File: config.mk
export PLATFORM = sky130hd
export DESIGN_NAME = dmem_arbiter
export DESIGN_NICKNAME = d
export VERILOG_FILES = /design/src/rtl/dmem_arbiter_pkg.sv /design/src/rtl/dmem_arbiter_rr_arbiter.sv /design/src/rtl/dmem_arbiter.sv
export SDC_FILE = /design/constraint.sdc
export NUM_CORES = 1
export LEC_CHECK = 0
export ABC_AREA = 0
export CAP_MARGIN = 30
export CORE_MARGIN = 2
export CORE_UTILIZATION = 35
export DETAILED_ROUTE_END_ITERATION = 12
export PLACE_DENSITY = 0.72
export SETUP_SLACK_MARGIN = 0.2
export SYNTH_ARGS = -nofsm -noshare
export SYNTH_HDL_FRONTEND = slang
export SYNTH_HIERARCHICAL = 1
export SYNTH_SLANG_ARGS = --single-unit
export TNS_END_PERCENT = 100
File: constraint.sdc
create_clock -name clk -period 5.95 [get_ports clk]
set_input_delay 0.8925 -clock clk [delete_from_list [all_inputs] [get_ports clk]]
set_output_delay 0.8925 -clock clk [all_outputs]
set_load 0.02 [all_outputs]
File: src/rtl/dmem_arbiter_pkg.sv
// Shared types and constants for the data-memory arbiter.
package dmem_arb_pkg;

    localparam int DMEM_ADDR_W = 32;
    localparam int DMEM_XLEN   = 32;

    localparam logic [3:0] DMEM_MASK_NONE = 4'h0;

    typedef enum logic [1:0] {
        IDLE   = 2'd0,
        ACCESS = 2'd1,
        RESP   = 2'd2
    } type_dmem_arb_state_e;

    typedef struct packed {
        logic                   wr;
        logic                   lock;
        logic [DMEM_ADDR_W-1:0] addr;
        logic [DMEM_XLEN-1:0]   wdata;
        logic [3:0]             mask;
    } type_dmem_req_s;

endpackage

File: src/rtl/dmem_arbiter_rr_arbiter.sv
// Combinational round-robin grant with an optional lock that pins the grant to one requester.
module rr_arbiter #(
    parameter int NUM_REQ = 2,
    parameter int PTR_W   = 1
) (
    input  logic [NUM_REQ-1:0] valid,
    input  logic [PTR_W-1:0]   rr_ptr,
    input  logic               lock_en,
    input  logic [PTR_W-1:0]   lock_owner,
    output logic [NUM_REQ-1:0] grant
);

    logic found;

    always_comb begin
        grant = '0;
        found = 1'b0;
        if (lock_en) begin
            for (int i = 0; i < NUM_REQ; i++) begin
                if (lock_owner == PTR_W'(i)) grant[i] = valid[i];
            end
        end else begin
            // First pass covers rr_ptr..top, second pass wraps to the bottom.
            for (int i = 0; i < NUM_REQ; i++) begin
                if (!found && valid[i] && (PTR_W'(i) >= rr_ptr)) begin
                    grant[i] = 1'b1;
                    found    = 1'b1;
                end
            end
            for (int i = 0; i < NUM_REQ; i++) begin
                if (!found && valid[i]) begin
                    grant[i] = 1'b1;
                    found    = 1'b1;
                end
            end
        end
    end

endmodule

File: src/rtl/dmem_arbiter.sv
// Arbitrates the single-port data memory between requesters; one transaction in flight,
// round-robin with an atomic lock, and range fault for addresses beyond the array.
module dmem_arbiter
    import dmem_arb_pkg::*;
#(
    parameter int NUM_REQ    = 2,
    parameter int XLEN       = 32,
    parameter int ADDR_W     = 32,
    parameter int DMEM_BYTES = 1024
) (
    input  logic                      clk,
    input  logic                      rst_n,
    input  logic [NUM_REQ-1:0]        req_valid_i,
    output logic [NUM_REQ-1:0]        req_ready_o,
    input  logic [NUM_REQ-1:0]        req_wr_i,
    input  logic [NUM_REQ-1:0]        req_lock_i,
    input  logic [NUM_REQ*ADDR_W-1:0] req_addr_i,
    input  logic [NUM_REQ*XLEN-1:0]   req_wdata_i,
    input  logic [NUM_REQ*4-1:0]      req_mask_i,
    output logic [NUM_REQ-1:0]        rsp_valid_o,
    output logic [XLEN-1:0]           rsp_rdata_o,
    output logic                      rsp_err_o,
    output logic                      mem_cs_n_o,
    output logic                      mem_wr_n_o,
    output logic [3:0]                mem_mask_o,
    output logic [ADDR_W-1:0]         mem_addr_o,
    output logic [XLEN-1:0]           mem_wdata_o,
    input  logic [XLEN-1:0]           mem_rdata_i
);

    localparam int PTR_W = (NUM_REQ > 2) ? 2 : 1;

    type_dmem_arb_state_e state;
    type_dmem_req_s       req_q;
    type_dmem_req_s       req_sel;

    logic [PTR_W-1:0]   rr_ptr;
    logic [PTR_W-1:0]   owner;
    logic [PTR_W-1:0]   sel;
    logic [PTR_W-1:0]   next_ptr;
    logic [PTR_W-1:0]   lock_owner;
    logic               lock_valid;
    logic [NUM_REQ-1:0] grant;
    logic [ADDR_W-1:0]  sel_addr;
    logic [XLEN-1:0]    sel_wdata;
    logic               sel_fault;
    logic               fire;

    rr_arbiter #(.NUM_REQ(NUM_REQ), .PTR_W(PTR_W)) u_rr_arbiter (
        .valid      (req_valid_i),
        .rr_ptr     (rr_ptr),
        .lock_en    (lock_valid),
        .lock_owner (lock_owner),
        .grant      (grant)
    );

    // Ready is masked during reset so nothing is accepted on the reset edge.
    assign req_ready_o = (state == IDLE && rst_n) ? grant : '0;
    assign fire        = |(req_valid_i & req_ready_o);

    always_comb begin
        sel = '0;
        for (int i = 0; i < NUM_REQ; i++) begin
            if (grant[i]) sel = PTR_W'(i);
        end
    end

    assign sel_addr  = req_addr_i[sel*ADDR_W +: ADDR_W];
    assign sel_wdata = req_wdata_i[sel*XLEN +: XLEN];
    assign sel_fault = (sel_addr >= ADDR_W'(DMEM_BYTES));

    always_comb begin
        req_sel.wr    = req_wr_i[sel];
        req_sel.lock  = req_lock_i[sel];
        req_sel.addr  = DMEM_ADDR_W'(sel_addr);
        req_sel.wdata = DMEM_XLEN'(sel_wdata);
        req_sel.mask  = req_mask_i[sel*4 +: 4];
    end

    assign next_ptr    = (owner == PTR_W'(NUM_REQ - 1)) ? '0 : owner + 1'b1;
    assign rsp_valid_o = (state == RESP) ? (NUM_REQ'(1) << owner) : '0;

    // Bus fields come straight from the captured request and read as zero outside ACCESS.
    assign mem_mask_o  = (mem_cs_n_o || !req_q.wr) ? DMEM_MASK_NONE : req_q.mask;
    assign mem_addr_o  = mem_cs_n_o ? '0 : ADDR_W'(req_q.addr);
    assign mem_wdata_o = mem_cs_n_o ? '0 : XLEN'(req_q.wdata);

    always_ff @(posedge clk) begin
        if (!rst_n) begin
            state       <= IDLE;
            req_q       <= '0;
            owner       <= '0;
            rr_ptr      <= '0;
            lock_valid  <= 1'b0;
            lock_owner  <= '0;
            mem_cs_n_o  <= 1'b1;
            mem_wr_n_o  <= 1'b1;
            rsp_rdata_o <= '0;
            rsp_err_o   <= 1'b0;
        end else begin
            case (state)
                IDLE: begin
                    if (fire) begin
                        req_q <= req_sel;
                        owner <= sel;
                        if (sel_fault) begin
                            state       <= RESP;
                            rsp_err_o   <= 1'b1;
                            rsp_rdata_o <= '0;
                        end else begin
                            state      <= ACCESS;
                            rsp_err_o  <= 1'b0;
                            mem_cs_n_o <= 1'b0;
                            mem_wr_n_o <= 1'b0;
                        end
                    end
                end
                ACCESS: begin
                    state       <= RESP;
                    rsp_rdata_o <= req_q.wr ? '0 : mem_rdata_i;
                    mem_cs_n_o  <= 1'b1;
                    mem_wr_n_o  <= 1'b1;
                end
                RESP: begin
                    state <= IDLE;
                    // A faulting access always drops the lock.
                    if (req_q.lock && !rsp_err_o) begin
                        lock_valid <= 1'b1;
                        lock_owner <= owner;
                    end else begin
                        lock_valid <= 1'b0;
                        rr_ptr     <= next_ptr;
                    end
                end
                default: state <= IDLE;
            endcase
        end
    end

endmodule

==> results of run 1 <==
==> sequential cells by signal, indices dropped and copies added, names as in the netlist <==
| register | count |
|---|---|
| rr_ptr | 1 |
| state | 2 |
| req_q | 70 |
| mem_wr_n_o | 1 |
| lock_valid | 1 |
| rsp_err_o | 1 |
| owner | 1 |
| lock_owner | 1 |
| rsp_rdata_o | 32 |
==> layout by cell type, fill, tap and decap left out, types with 5 or more instances in the layout <==
cell type / n
clkdlybuf4s50_1: 281
nor4_1: 9
clkbuf_16: 9
and2_1: 6
mux2i_1: 71
nor2b_1: 69
o211a_1: 71
nand2_1: 109
dfxtp_1: 109
buf_4: 5
o21ai_1: 33
a32oi_1: 32
==> kinds of logic after synthesis <==
group / synth area share [%]
DFF: 39.86
and+or+nand+nor: 18.61
buffers and inverters: 6.091
muxes: 12.86
AOI/OAI and AO/OA: 22.58
==> layer usage <==
| layer | track usage [%] | share of wire [%] | vias to the layer above |
|---|---|---|---|
| li1 | - | - | 2639 |
| met1 | 22.95 | 41 | 2520 |
| met2 | 34.80 | 49 | 204 |
| met3 | 6.813 | 8.5 | 11 |
| met4 | 4.364 | 1.1 | 0 |
| met5 | 0 | 0 | - |
==> power by group <==
part           internal [mW]  switching (mW)  total, mW
Sequential             0.774          0.0186      0.793
Clock                  0.287           0.280      0.566
Combinational          0.184           0.116      0.300
==> synth_stat cells <==
cell	instances
nor3b_1	1
a21boi_1	2
o21ai_0	1
and2_1	7
nand4_1	2
dfxtp_1	110
mux2i_1	71
a22o_1	1
a221oi_1	1
nor3_1	2
a2bb2oi_1	1
a21boi_0	1
nor2b_1	70
nand2b_1	2
nand2_1	109
a221o_2	1
clkbuf_1	33
o21ai_1	33
nor4_1	9
or3_1	1
a32oi_1	32
buf_1	2
o221a_1	1
o211a_1	71
inv_1	4
buf_6	12
nor4b_1	1
o21ba_1	1
a21oi_1	1
buf_4	2
nor2_1	4
and3b_1	1
buf_2	8
==> how the worst max path moves through the flow <==
stage,from,end,slack (ns),cells after the start
floorplan,req_valid_i[0],req_ready_o[1],2.77,4
global placement,req_valid_i[1],state[1],2.09,8
detailed placement,req_valid_i[1],state[1],2.03,8
CTS,mem_wr_n_o,mem_mask_o[2],2.35,4
global route,mem_wr_n_o,mem_mask_o[2],2.24,4
finish,req_valid_i[1],req_ready_o[1],2.35,5
==> tightest hold or removal path, delay by kind of cell, from the launching register on <==
kind,cells,cell delay (ns)
AO/OA/AOI/OAI,1,0.05
flip-flops,1,0.33
AND/OR/NAND/NOR,1,0.06
==> cell type report <==
class / instances / area share, %
multi-input cells: 427 / 34.63
repair buffers: 291 / 33.69
flip-flops and latches: 110 / 25.31
well taps: 211 / 3.033
clock buffers: 10 / 2.630
clock inverters: 6 / 0.5318
inverters: 4 / 0.1725
==> results.cfg, run 1 <==
[clock_tree]
cts.sinks = 110
cts_resized = 0
cts.clk_slew.worst_paths_ns = 0.07
cts_tree = yes
hold_buffers = 0
clockBufferDepth = 2
numCtsBuffers = 9
cts_max_level = 3
cts-root-buf = clkbuf_16
cts_post_setup_buffers_inserted = 0
worstSkewPairLatency_ns = 0.35

[worst_hold_path]
hold_start = rsp_rdata_o[3]
hold_path_end = rsp_rdata_o[3]
min_path_cells = 2
min_path_type = reg -> reg

[die]
core.rowCount = 45
coreArea_sq_um = 15310
die_h_microns = 129.6
dieWidth_microns = 129.6
start_util_pct = 36.08
dieArea_sq_um = 16810
ios = 283

[global_route]
grt_pass1_wl_microns = 26160
overflow = 0
grt_antenna_before_repair = 0
grt_max_degree = 104
grt.total_usage_pct = 19.67
grt_pass1_vias = 5149

[critical_path]
path_buf_inv = 3
critPathLaunchType = primary input
r2r-start = lock_valid
crit_slowest_cell = clkdlybuf4s50_1
path_max_fanout = 4
rrSetupSlack_ns = 2.96
rr_endpoint = state[1]
crit_chain = clkdlybuf4s50_1 > inv_1 > a221oi_4 > and2_1 > clkdlybuf4s50_1
critPathTopFamily = buffers and inverters
reg2regPathDepth = 7
worst-setup-path-type = in -> out
arrival_ns = 2.70
critPathRequiredTime_ns = 5.06
path_common_cell = clkdlybuf4s50_1
cpPeakStageDelay_ns = 0.64
endpoint_kind = primary output

[finish]
multiInputGateArea_sq_um = 3014
nets = 1019
drive_gt1_share_pct = 3.538
final_cells = 1059
diodes = 0
final_cell_area_sq_um = 8705
seq_area_sq_um = 2203
syn2layout_area_growth_pct = 57.54
final_util_pct = 56.84
fillCellCount = 1345

[place]
port_buffers = 282
gp_congestion = 0.7995
dp.cells = 1042
dp_worst_setup_slack_ns = 2.025
dp.final_hpwl_microns = 12420
dpl-instance-area_sq_um = 8402

[route]
viasPerCell = 5.075
wirelength_microns = 16950
wire_per_inst_microns = 16.00
drtAntennaViolNets = 0
drc = 0
drt-initial-drc-count = 255
dr.pass1.iters = 5
vias = 5374

[power]
ir_drop_v = 0.0001510
power.leakage_nw = 3.668
power_mw = 1.659
power.density_nw_per_um2 = 190.6

[timing]
fin_skew_ns = 0.004489
fin_setup_tns_ns = 0
setup_viol = 0
hold_viol = 0
max_freq_ghz = 0.2782
drv_slew = 0
rsz0062_at_grt = false
slew_headroom_pct = 46.60
worst_slack_ns = 2.355
fin_crit_sh_pct = 60.42
fin_hold_ws_ns = 0.4710
tightest_slew_ns = 0.8011
finalCriticalPeriod_ns = 3.595

[synth]
ys_seq_elements = 110
syn_area_per_cell_sq_um = 9.240
syn_inst = 598
yosysSeqAreaShare_pct = 39.86
synth_area_leader_cell = dfxtp_1
synth.area.top_cells = dfxtp_1, mux2i_1, o211a_1, nor2b_1, nand2_1
yosysTopAreaCellShare_pct = 39.86
ys.warnings.count = 6
syn-cell-area_sq_um = 5525
ys_types = 33
syn-num-nets = 774

[run_status]
status = finished, final reports clean

[run]
maxCapViolCount = 0
No activity file was read; power rests on OpenSTA's default activity.
==> inputs of run 2 (changes only) <==
--- a/config.mk
+++ b/config.mk
@@ -10,7 +10,7 @@
 export CORE_MARGIN = 2
 export CORE_UTILIZATION = 35
 export DETAILED_ROUTE_END_ITERATION = 12
-export PLACE_DENSITY = 0.72
+export PLACE_DENSITY = 0.75
 export SETUP_SLACK_MARGIN = 0.2
 export SYNTH_ARGS = -nofsm -noshare
 export SYNTH_HDL_FRONTEND = slang
==> constraint.sdc (replaced) <==
create_clock -name clk -period 3.2 [get_ports clk]
set_input_delay 0.48 -clock clk [delete_from_list [all_inputs] [get_ports clk]]
set_output_delay 0.48 -clock clk [all_outputs]
set_load 0.02 [all_outputs]
==> results.cfg, run 2 (synthesis gave the netlist of run 1 again) <==
[power]
ir_drop_v = 0.0002826
power.leakage_nw = 3.702
power.density_nw_per_um2 = 355.5

[clock_tree]
numCtsBuffers = 9
cts_max_level = 3
clockBufferDepth = 2
cts_resized = 0
hold_buffers = 0
cts.sinks = 110
cts-root-buf = clkbuf_16
cts_post_setup_buffers_inserted = 0
cts_tree = yes
cts.clk_slew.worst_paths_ns = 0.07
worstSkewPairLatency_ns = 0.35

[timing]
finalCriticalPeriod_ns = 2.669
fin_crit_sh_pct = 83.40
tightest_slew_ns = 0.8080
setup_viol = 0
fin_setup_tns_ns = 0
max_freq_ghz = 0.3747
hold_viol = 0
fin_hold_ws_ns = 0.4630
drv_slew = 0
fin_skew_ns = 0.008453
slew_headroom_pct = 46.13
rsz0062_at_grt = false

[finish]
reg.largest.list = req_q x70, rsp_rdata_o x32, state x2
max_flop_register = req_q
diodes = 0
final_common_cell = clkdlybuf4s50_1
syn2layout_area_growth_pct = 58.11
final_cell_area_sq_um = 8736
mostFrequentLayoutCells = clkdlybuf4s50_1, nand2_1, dfxtp_1, mux2i_1, o211a_1
nets = 1025
largest_reg_flops = 70
drive_gt1_share_pct = 4.333

[route]
viasPerCell = 4.971
wirelength_microns = 16900
dr.pass1.iters = 5
drtAntennaViolNets = 0
wire_per_inst_microns = 15.86
drt-initial-drc-count = 193
drc = 0
vias = 5294

[critical_path]
arrival_ns = 2.19
reg2regPathDepth = 8
rr_endpoint = rsp_rdata_o[18]
path_max_fanout = 5
worst-setup-path-type = in -> out
r2r-start = lock_valid
critPathLaunchType = primary input
endpoint_kind = primary output
crit_path_end = req_ready_o[1]
rrSetupSlack_ns = 0.93
worstSetupStartpoint = req_valid_i[1]
critPathRequiredTime_ns = 2.72

[run]
maxCapViolCount = 0

[die]
dieWidth_microns = 129.6
coreArea_sq_um = 15310
core.rowCount = 45
die_h_microns = 129.6
ios = 283
start_util_pct = 36.08
dieArea_sq_um = 16810

[run_status]
status = finished, final reports clean

[global_route]
grt.total_usage_pct = 19.48
grt_antenna_before_repair = 0
grt_pass1_vias = 4955
grt_max_degree = 78
overflow = 0
grt_pass1_wl_microns = 25750

[place]
port_buffers = 282
dp.final_hpwl_microns = 12410
dpl-instance-area_sq_um = 8452
gp_congestion = 0.7783

[worst_hold_path]
min_path_type = reg -> reg
[run 2: critical path: stages]
cell,delay (ns)
clkdlybuf4s50_1,0.52
inv_1,0.08
a221oi_4,0.29
and2_1,0.19
clkdlybuf4s50_1,0.63
[run 2: metrics by stage]
stage               utilization [%]  power (mW)  worst slack [ns]  cells
CTS                           57.04       3.157            0.4816   1065
floorplan                         -       1.779            0.8487    598
global route                  57.04       3.248            0.4347   1065
finish                        57.04       3.106            0.5311   1065
global placement              55.19       2.061            0.5177   1049
detailed placement            55.19       2.067            0.4358   1049
[run 2: where the power goes]
| part | switching [mW] | internal [mW] | total (mW) |
|---|---|---|---|
| Sequential | 0.0329 | 1.44 | 1.47 |
| Clock | 0.520 | 0.554 | 1.07 |
| Combinational | 0.216 | 0.344 | 0.560 |
[run 2: how the worst min path moves through the flow]
stage | depth (start not counted) | slack (ns) | endpoint | from
3_5_place_dp | 2 | 0.45 | rsp_rdata_o[1] | rsp_rdata_o[1]
6_report | 2 | 0.46 | rsp_rdata_o[8] | rsp_rdata_o[8]
2_1_floorplan | 1 | 0.46 | req_q[0] | req_q[0]
3_3_place_gp | 2 | 0.45 | rsp_rdata_o[14] | rsp_rdata_o[14]
5_1_grt | 2 | 0.48 | rsp_rdata_o[21] | rsp_rdata_o[21]
4_1_cts | 2 | 0.46 | rsp_rdata_o[1] | rsp_rdata_o[1]
[run 2: per-layer routing]
| metal | global-route usage (%) | vias up | share of wire (%) |
|---|---|---|---|
| met5 | 0 | - | 0 |
| met4 | 5.250 | 0 | 1.3 |
| met3 | 8.340 | 14 | 10 |
| met2 | 33.45 | 179 | 49 |
| met1 | 22.23 | 2454 | 40 |
| li1 | - | 2647 | - |
[run 2: final cells by class]
cell class,instances,area (sq um)
fill,1455,6579
tap,211,264.0
clock inverter,6,45.04
timing repair buffer,297,2955
multi-input combinational,427,3014
clock buffer,10,239.0
inverter,4,15.01
sequential,110,2203
==> inputs of run 3 (changes only) <==
==> constraint.sdc (replaced) <==
create_clock -name clk -period 2.4 [get_ports clk]
set_input_delay 0.36 -clock clk [delete_from_list [all_inputs] [get_ports clk]]
set_output_delay 0.36 -clock clk [all_outputs]
set_load 0.02 [all_outputs]
==> results.cfg, run 3 (synthesis gave the netlist of run 1 again) <==
[critical_path]
critPathRequiredTime_ns = 2.65
critPathTopFamily = compound AO/OA/AOI/OAI gates
worst-setup-path-type = reg -> reg
endpoint_kind = register
critPathLaunchType = register
path_max_fanout = 6
path_buf_inv = 1
cpPeakStageDelay_ns = 0.50
arrival_ns = 2.41
crit_chain = nor2_1 > a221oi_4 > nor4_1 > nand4_1 > a221o_2 > buf_4 > o21ba_1
crit_slowest_cell = a221o_2
rrSetupSlack_ns = 0.24

[clock_tree]
cts.clk_slew.worst_paths_ns = 0.07
clockBufferDepth = 2
cts_tree = yes
numCtsBuffers = 9
cts.sinks = 110
hold_buffers = 0
cts_max_level = 3
worstSkewPairLatency_ns = 0.35
cts-root-buf = clkbuf_16

[power]
power_mw = 4.355
power.density_nw_per_um2 = 483.0
netSwitchingFraction_pct = 24.68
ir_drop_v = 0.0004259
intPower_mw = 3.280
combPwrFrac_pct = 18.0
power.leakage_nw = 3.882
seq_power_share_pct = 45.1
p_clk_share_pct = 36.9
switchingPower_mw = 1.075

[timing]
fin_crit_sh_pct = 89.82
hold_viol = 0
finalCriticalPeriod_ns = 2.156
setup_viol = 0
slew_headroom_pct = 68.48
fin_setup_tns_ns = 0
max_freq_ghz = 0.4639
tightest_slew_ns = 0.4728
rsz0062_at_grt = true
fin_skew_ns = 0.007385
drv_slew = 0

[finish]
final_util_pct = 58.87
largest_reg_flops = 70
mostFrequentLayoutCells = clkdlybuf4s50_1, nand2_1, dfxtp_1, mux2i_1, o211a_1
final_common_cell = clkdlybuf4s50_1
nets = 1039
drive_gt1_share_pct = 6.797
fillCellCount = 1393
max_flop_register = req_q
diodes = 0
reg.largest.list = req_q x70, rsp_rdata_o x32, state x2
syn2layout_area_growth_pct = 63.18

[route]
wire_per_inst_microns = 16.32
drt-initial-drc-count = 157
wirelength_microns = 17610
dr.pass1.iters = 5
viasPerCell = 5.083
drc = 0
vias = 5485
drtAntennaViolNets = 0

[global_route]
grt_antenna_before_repair = 0
grt_pass1_vias = 5273
grt.total_usage_pct = 20.37
grt_max_degree = 66
grt_pass1_wl_microns = 26850
overflow = 0

[die]
dieArea_sq_um = 16810
coreArea_sq_um = 15310
ios = 283
die_h_microns = 129.6
start_util_pct = 36.08
core.rowCount = 45
dieWidth_microns = 129.6

[place]
gp_congestion = 0.7861
port_buffers = 282
dp.final_hpwl_microns = 12580

[run_status]
status = finished, final reports clean

[worst_hold_path]
min_path_type = reg -> reg

[run]
maxCapViolCount = 0
-- run 3: cell types whose count changed in the layout (fill, tap and decap cells not counted), sizes merged --
cell	delta
buf	+13
bufinv	+1
clkbuf	+3
clkdlybuf4s50	-6
clkinv	-3
clkinvlp	+1
dlygate4sd2	+2
dlymetal6s2s	+3
-- run 3: layout make-up --
| class | count | area [sq um] | share of cell area, % |
|---|---|---|---|
| clock buffers | 11 | 252.7 | 2.803 |
| clock inverters | 5 | 66.31 | 0.7355 |
| inverters | 4 | 15.01 | 0.1665 |
| multi-input cells | 427 | 3040 | 33.72 |
| flip-flops and latches | 110 | 2210 | 24.51 |
| well taps | 211 | 264.0 | 2.928 |
| repair buffers | 311 | 3168 | 35.14 |
-- run 3: power groups by stage --
| stage | combinational (mW) | sequential (mW) | clock [mW] |
|---|---|---|---|
| after global placement | 0.772 | 2.00 | 0 |
| final | 0.784 | 1.96 | 1.61 |
| after CTS | 0.783 | 1.96 | 1.66 |
| after detailed placement | 0.777 | 2.01 | 0 |
| after global routing | 0.848 | 1.97 | 1.72 |
| after floorplan | 0.378 | 1.99 | 0 |
-- run 3: per-layer routing --
layer | global-route usage (%) | vias to the layer above | part of all wire [%]
met1 | 23.34 | 2577 | 40
li1 | - | 2683 | -
met4 | 6.578 | 0 | 1.9
met5 | 0 | - | 0
met3 | 8.175 | 22 | 9.9
met2 | 34.71 | 203 | 49
-- run 3: path summary, 6_finish.rpt --
| path | start | endpoint | cells past startpoint |
|---|---|---|---|
| setup / recovery | lock_valid | rsp_err_o | 7 |
| setup reg to reg | lock_valid | rsp_err_o | 7 |
| hold / removal | rsp_rdata_o[11] | rsp_rdata_o[11] | 2 |
| hold reg to reg | rsp_rdata_o[11] | rsp_rdata_o[11] | 2 |
-- run 3: worst min-delay path: stages (launching register included) --
cell	delay, ns
dfxtp_1	0.32
nand2_1	0.06
o21ai_1	0.05
-- run 3: stage by stage --
step | setup slack, ns | cell area, sq um | cells | hold slack (ns)
6_report | 0.2443 | 9016 | 1079 | 0.4631
5_1_grt | 0.1614 | 9016 | 1079 | 0.4771
4_1_cts | 0.1419 | 8925 | 1075 | 0.4646
3_5_place_dp | -0.1451 | 8594 | 1058 | 0.4540
3_3_place_gp | -0.1188 | 8594 | 1058 | 0.4475
2_1_floorplan | 0.2581 | 5525 | 598 | 0.4638
-- run 3: what timing repair did --
action	CTS	global route
gates resized for setup	6	15
cloned	0	2
setup endpoints to repair	10	56
setup buffers	1	2
pin swaps	1	2
